[src/rtl/fetch_pkg.sv]
// Shared types and constants for the instruction fetch unit.
package fetch_pkg;

  localparam int FETCH_ADDR_W  = 64;
  localparam int FETCH_INSTR_W = 32;

  localparam logic [FETCH_INSTR_W-1:0] NOP_INSTR = 32'hD503201F;

  typedef struct packed {
    logic [FETCH_ADDR_W-1:0]  pc;
    logic [FETCH_INSTR_W-1:0] instr;
    logic                     fault;
    logic                     filled;
  } fetch_entry_t;

endpackage

[src/rtl/fetch_buffer.sv]
// Circular fetch buffer with alloc/fill/head pointers and occupancy.
// With FETCH_MISALIGN_CHECK_EN the fill pointer skips pre-filled fault entries.
module fetch_buffer
  import fetch_pkg::*;
#(
  parameter  int DEPTH = 4,
  localparam int IDX_W = $clog2(DEPTH),
  localparam int PTR_W = IDX_W + 1
) (
  input  logic                     Clk,
  input  logic                     Rst,
  input  logic                     flush_i,
  input  logic                     alloc_i,
  input  logic [FETCH_ADDR_W-1:0]  alloc_pc_i,
  input  logic                     alloc_fault_i,
  input  logic                     fill_i,
  input  logic [FETCH_INSTR_W-1:0] fill_instr_i,
  input  logic                     pop_i,
  output logic [FETCH_ADDR_W-1:0]  head_pc_o,
  output logic [FETCH_INSTR_W-1:0] head_instr_o,
  output logic                     head_fault_o,
  output logic                     head_valid_o,
  output logic [PTR_W-1:0]         count_o
);

  localparam logic [PTR_W-1:0] PTR_ONE = PTR_W'(1);

  fetch_entry_t     entries_q [DEPTH];
  fetch_entry_t     head_entry;
  logic [PTR_W-1:0] alloc_q, fill_q, head_q, fill_d;

  assign head_entry   = entries_q[head_q[IDX_W-1:0]];
  assign head_pc_o    = head_entry.pc;
  assign head_instr_o = head_entry.instr;
  assign head_fault_o = head_entry.fault;
  assign head_valid_o = (head_q != alloc_q) && head_entry.filled;
  assign count_o      = alloc_q - head_q;

`ifdef FETCH_MISALIGN_CHECK_EN
  logic [PTR_W-1:0] alloc_next;
  logic [IDX_W-1:0] scan_idx;
  logic             scan_filled;

  // Responses must land on the oldest entry still waiting for memory, so the
  // fill pointer walks past any run of fault entries that were filled at allocation.
  always_comb begin
    // NOTE: every variable gets a default first, so no path can infer a latch.
    alloc_next  = alloc_q + PTR_W'(alloc_i);
    fill_d      = fill_q + PTR_W'(fill_i);
    scan_idx    = '0;
    scan_filled = 1'b0;
    for (int i = 0; i < DEPTH; i++) begin
      scan_idx    = fill_d[IDX_W-1:0];
      scan_filled = (alloc_i && scan_idx == alloc_q[IDX_W-1:0]) ? alloc_fault_i
                                                                 : entries_q[scan_idx].filled;
      if (fill_d != alloc_next && scan_filled) fill_d = fill_d + PTR_ONE;
    end
  end
`else
  assign fill_d = fill_q + PTR_W'(fill_i);
`endif

  always_ff @(posedge Clk) begin
    if (Rst) begin
      // NOTE: state uses non-blocking assignments so every flop samples pre-edge values.
      alloc_q <= '0;
      fill_q  <= '0;
      head_q  <= '0;
      // NOTE: storage is reset because decode reads the head entry directly and must see zeros.
      for (int i = 0; i < DEPTH; i++) entries_q[i] <= '0;
    end else if (flush_i) begin
      alloc_q <= '0;
      fill_q  <= '0;
      head_q  <= '0;
      for (int i = 0; i < DEPTH; i++) entries_q[i].filled <= 1'b0;
    end else begin
      if (alloc_i) begin
        entries_q[alloc_q[IDX_W-1:0]] <= '{pc: alloc_pc_i, instr: '0,
                                           fault: alloc_fault_i, filled: alloc_fault_i};
      end
      if (fill_i) begin
        entries_q[fill_q[IDX_W-1:0]].instr  <= fill_instr_i;
        entries_q[fill_q[IDX_W-1:0]].filled <= 1'b1;
      end
      alloc_q <= alloc_q + PTR_W'(alloc_i);
      fill_q  <= fill_d;
      head_q  <= head_q + PTR_W'(pop_i);
    end
  end

endmodule

[src/rtl/instr_fetch_unit.sv]
// Fetch stage: PC handshake, in-order instruction memory reads, flush drop counter.
// FETCH_MISALIGN_CHECK_EN turns misaligned PCs into fault entries without a memory read.
module instr_fetch_unit
  import fetch_pkg::*;
#(
  parameter int ADDR_W  = FETCH_ADDR_W,
  parameter int DEPTH   = 4,
  parameter int INSTR_W = FETCH_INSTR_W
) (
  input  logic               Clk,
  input  logic               Rst,
  input  logic [ADDR_W-1:0]  PCIn,
  input  logic               PCValid,
  output logic               PCReady,
  output logic [ADDR_W-1:0]  MemReqAddr,
  output logic               MemReqValid,
  input  logic               MemReqReady,
  input  logic [INSTR_W-1:0] MemRspData,
  input  logic               MemRspValid,
  output logic [INSTR_W-1:0] InstrOut,
  output logic [ADDR_W-1:0]  InstrPC,
  output logic               InstrFault,
  output logic               InstrValid,
  input  logic               InstrReady,
  input  logic               Flush
);

  localparam int PTR_W = $clog2(DEPTH) + 1;
  localparam int SUM_W = PTR_W + 1;
  localparam logic [SUM_W-1:0] DEPTH_S = SUM_W'(DEPTH);

  logic              mem_req_valid_q, mem_req_valid_d;
  logic [ADDR_W-1:0] mem_req_addr_q, mem_req_addr_d;
  logic [PTR_W-1:0]  drop_q, drop_d;
  logic [PTR_W-1:0]  inflight_q, inflight_d;
  logic [PTR_W-1:0]  count;
  logic [SUM_W-1:0]  occ_sum;
  logic              accept, misalign, req_hs, fill, pop;

`ifdef FETCH_MISALIGN_CHECK_EN
  assign misalign = (PCIn[1:0] != 2'b00);
`else
  assign misalign = 1'b0;
`endif

  // Dropped reads still occupy memory slots, so they count against the buffer depth.
  assign occ_sum = {1'b0, count} + {1'b0, drop_q};
  assign PCReady = !Rst && !Flush && (occ_sum < DEPTH_S) && (!mem_req_valid_q || MemReqReady);
  assign accept  = PCValid && PCReady;
  assign req_hs  = mem_req_valid_q && MemReqReady;
  assign fill    = MemRspValid && (drop_q == '0) && !Flush;
  assign pop     = InstrValid && InstrReady && !Flush;

  assign MemReqValid = mem_req_valid_q;
  assign MemReqAddr  = mem_req_addr_q;

  always_comb begin
    mem_req_valid_d = mem_req_valid_q;
    mem_req_addr_d  = mem_req_addr_q;
    if (Flush) begin
      mem_req_valid_d = 1'b0;
    end else if (accept && !misalign) begin
      mem_req_valid_d = 1'b1;
      mem_req_addr_d  = {PCIn[ADDR_W-1:2], 2'b00};
    end else if (req_hs) begin
      mem_req_valid_d = 1'b0;
    end

    inflight_d = inflight_q + PTR_W'(req_hs) - PTR_W'(MemRspValid);
    drop_d     = drop_q;
    if (Flush) begin
      drop_d = inflight_d;
    end else if (MemRspValid && drop_q != '0) begin
      drop_d = drop_q - PTR_W'(1);
    end
  end

  always_ff @(posedge Clk) begin
    if (Rst) begin
      mem_req_valid_q <= 1'b0;
      mem_req_addr_q  <= '0;
      drop_q          <= '0;
      inflight_q      <= '0;
    end else begin
      mem_req_valid_q <= mem_req_valid_d;
      mem_req_addr_q  <= mem_req_addr_d;
      drop_q          <= drop_d;
      inflight_q      <= inflight_d;
    end
  end

  fetch_buffer #(.DEPTH(DEPTH)) u_buffer (
    .Clk          (Clk),
    .Rst          (Rst),
    .flush_i      (Flush),
    .alloc_i      (accept),
    .alloc_pc_i   (PCIn),
    .alloc_fault_i(misalign),
    .fill_i       (fill),
    .fill_instr_i (MemRspData),
    .pop_i        (pop),
    .head_pc_o    (InstrPC),
    .head_instr_o (InstrOut),
    .head_fault_o (InstrFault),
    .head_valid_o (InstrValid),
    .count_o      (count)
  );

endmodule

[config.mk]
export PLATFORM = sky130hd
export DESIGN_NAME = instr_fetch_unit
export DESIGN_NICKNAME = d
export VERILOG_FILES = /design/src/rtl/fetch_pkg.sv /design/src/rtl/fetch_buffer.sv /design/src/rtl/instr_fetch_unit.sv
export SDC_FILE = /design/constraint.sdc
export NUM_CORES = 1
export LEC_CHECK = 0
export CORE_UTILIZATION = 55
export CTS_CLUSTER_DIAMETER = 150
export CTS_CLUSTER_SIZE = 10
export DETAILED_ROUTE_END_ITERATION = 16
export PLACE_DENSITY = 0.89
export RECOVER_POWER = 50
export SLEW_MARGIN = 10
export SYNTH_ARGS = -nofsm -noshare
export SYNTH_HDL_FRONTEND = slang
export SYNTH_SLANG_ARGS = --single-unit
[constraint.sdc]
create_clock -name Clk -period 7.87 [get_ports Clk]
set_clock_uncertainty 0.1 [all_clocks]
set_input_delay 0.787 -clock Clk [delete_from_list [all_inputs] [get_ports Clk]]
set_output_delay 0.787 -clock Clk [all_outputs]
set_load 0.02 [all_outputs]
==> key figures <==
Status
  • Status: finished with violations
  • Violated checks: max-capacitance violations, max-slew violations

Clock tree
  • CTS H-tree lvls: 2
  • Post-CTS Hold Fix Bufs: 0
  • Sink Count: 465
  • Setup bufs post-CTS: 0
  • Clock slew at reported path FFs: 60 ps
  • Num CTS Buffers: 52
  • Post-cts resize count: 0
  • CTS tree: yes
  • Root buffer cell: clkbuf_16
  • Clk buf depth: 3
  • Clock latency on the worst-skew pair: 560 ps

Timing
  • RSZ-0062 raised after global routing: false
  • Period utilisation layout: 0.791
  • Finish-stage setup viols: 0
  • Worst slew pin tran: 3440 ps
  • TNS Setup: 0 ps
  • Rel. slew slack: -1.29
  • Crit path time final: 6230 ps
  • Final Hold Vio Count: 0
  • Fin. max-slew vios: 204
  • Fmax: 161 MHz

Setup path
  • Crit path max fanout: 66
  • Startpoint Class: flop
  • Worst EP arrival: 6380 ps
  • Critical Path RT: 8020 ps
  • Setup CP Type: reg -> reg
  • Critical Path End Type: flop

Global routing
  • First-pass GRT wire length: 67700 um
  • Initial antenna violation count: 4
  • Total grt overflow: 0
  • Largest net degree at the start of global routing: 80
  • Total GRT Usage: 0.246
  • Vias in the first global route: 12100

Layout
  • Final Util: 0.689
  • Final net count: 1682
  • Syn-to-layout area delta: 22.3%
  • Design area: 24100 um^2
  • Share of layout cells above drive strength 1: 0.110
  • FILL cells: 2250

Die
  • DIE AREA: 36500 um^2
  • Core footprint: 34900 um^2
  • Num ports: 267
  • Starting Density: 0.564
  • Die H: 191 um
  • DIE WIDTH: 191 um
  • Core Rows: 68

Route
  • Via count: 11500
  • DRC Markers: 0
  • Post-DRT Antenna Nets: 0
  • Final WL: 44200 um
  • Vias per std cell: 5.60
  • Drt initial violations: 922
  • Wirelength per Cell: 21.4 um
  • First-pass iteration count of the detailed router: 5

Power and ir drop
  • Pwr Density: 230 nW/um^2
  • Sw Share: 0.224
  • Lkg Pwr: 8.69 nW
  • Clock share of power: 0.388
  • Peak supply drop: 0.000146 V
  • Part of the power in registers: 0.513
  • PnR Total Power: 5.53 mW
  • Logic pwr share: 0.099
  • Switch Pwr: 1.24 mW
  • Pint: 4.29 mW

Synthesis
  • Synth cell types: 41
  • Post-Syn Instances: 1317
  • Asr flop ratio synth: 0
  • Post-synth top flop: edfxtp_1
  • Sequential element share of the synthesized area: 0.669
  • Area share of the largest cell type after synthesis: 0.586
  • #FFs+latches synth: 465
  • Mapped cell area: 19700 um^2
  • Synth warnings: 0
  • EDFF count, synth: 384
  • Synth top area cells: edfxtp_1 59%, and2_1 12%, mux4_2 11%
  • Largest area contributor in the netlist: edfxtp_1
  • Mean Syn Cell Area: 14.9 um^2

Flow run
  • Max cap viols: 4

Placed design
  • Placed inst area: 22600 um^2
  • Placer congestion estimate: 0.807
  • I/O Buffers: 263
  • Post-detail-place hpwl: 25600 um

Worst hold path
  • Worst hold path type: reg -> reg
==> registers in the layout (all words and copies together), names as in the netlist <==
signal              count
u_buffer.entries_q    388
MemReqAddr             62
drop_q                  3
inflight_q              3
u_buffer.alloc_q        3
u_buffer.head_q         3
u_buffer.fill_q         2
MemReqValid             1
==> critical path, cell delays in order (launching register included) <==
cell and delay (ps):
dfxtp_4 880, inv_1 200, fa_1 480, xor2_1 180, ha_1 310, nor4b_1 60
nand4b_1 120, clkbuf_1 2440, nor3_4 -90, buf_4 480, or3_1 430, buf_4 290
==> power by group through the flow <==
stage,clock [mW],sequential (mW),combinational [mW]
CTS,2.17,2.84,0.568
detailed placement,0,2.89,0.564
global route,2.28,2.85,0.580
finish,2.15,2.84,0.546
floorplan,0,2.89,0.270
global placement,0,2.88,0.553
==> layout by cell type, fill, tap and decap left out, types with 3 or more instances in the layout <==
master and instances:
clkbuf_16 53, inv_1 8, o21bai_1 3, xnor2_1 6, conb_1 3, or3_1 6
clkdlybuf4s50_1 147, mux4_2 97, a21oi_1 62, buf_4 12, dlygate4sd3_1 115, nor2_1 10
dfxtp_1 79, and2_1 235, or2_4 4, ha_1 13, nand2_1 132, and2_0 155
edfxtp_1 384, clkbuf_1 47
==> path summary, 6_finish.rpt <==
path                                          from                        end  slack, ps  cells after the start
worst max-delay path            u_buffer.head_q[1]  u_buffer.entries_q[0][15]       1640                     11
worst min register to register      MemReqAddr[21]             MemReqAddr[21]        350                      2
worst min-delay path                MemReqAddr[21]             MemReqAddr[21]        350                      2
worst max register to register  u_buffer.head_q[1]  u_buffer.entries_q[0][15]       1640                     11
==> cells in the mapped netlist, types with 2 or more instances <==
| master | n |
|---|---|
| o21bai_1 | 3 |
| buf_4 | 9 |
| and3_1 | 2 |
| and3b_1 | 2 |
| a21oi_1 | 62 |
| buf_6 | 3 |
| mux2_2 | 2 |
| inv_1 | 8 |
| buf_2 | 23 |
| ha_1 | 13 |
| fa_1 | 2 |
| nand2b_1 | 2 |
| nor2_1 | 10 |
| nor3_2 | 2 |
| xor2_1 | 2 |
| or2_2 | 5 |
| nand2_1 | 132 |
| clkbuf_2 | 12 |
| edfxtp_1 | 384 |
| xnor2_1 | 6 |
| mux4_2 | 97 |
| clkbuf_1 | 40 |
| and2_1 | 390 |
| nor2b_1 | 2 |
| buf_1 | 2 |
| or3_1 | 6 |
| dfxtp_1 | 81 |
| o21ai_0 | 2 |
==> layout make-up <==
cell class | instances | area [um^2] | area share
inverters | 9 | 33.8 | 0.00140
flip-flops and latches | 465 | 13200 | 0.547
diodes | 2 | 5.00 | 0.000208
well taps | 455 | 569 | 0.0237
clock inverters | 1 | 6.26 | 0.000260
multi-input cells | 756 | 6060 | 0.252
clock buffers | 95 | 1480 | 0.0617
repair buffers | 280 | 2740 | 0.114
==> cell families after synthesis <==
group | share of synthesized area
and+or+nand+nor | 0.163
DFF | 0.669
muxes | 0.113
buffers and inverters | 0.0238
AOI/OAI and AO/OA | 0.0182
adders and majority gates | 0.0103
xor gates and xnor gates | 0.00356
other | 0.000191
==> through the flow <==
| stage | hold WS (ps) | instances | setup WS [ps] |
|---|---|---|---|
| 6_report | 351 | 2063 | 1640 |
| 3_3_place_gp | 338 | 1965 | 2790 |
| 4_1_cts | 353 | 2061 | 2660 |
| 3_5_place_dp | 346 | 1965 | 2700 |
| 5_1_grt | 367 | 2063 | 1340 |
| 2_1_floorplan | 329 | 1319 | 3440 |
==> metal layers <==
layer  GRT usage  vias up  share of wire
met3      0.0411       85          0.060
met5           0        -        0.00061
li1            -     5216              -
met4      0.0940        4          0.032
met1       0.318     5813           0.40
met2       0.418      431           0.51
No activity file was read; power rests on OpenSTA's default activity.
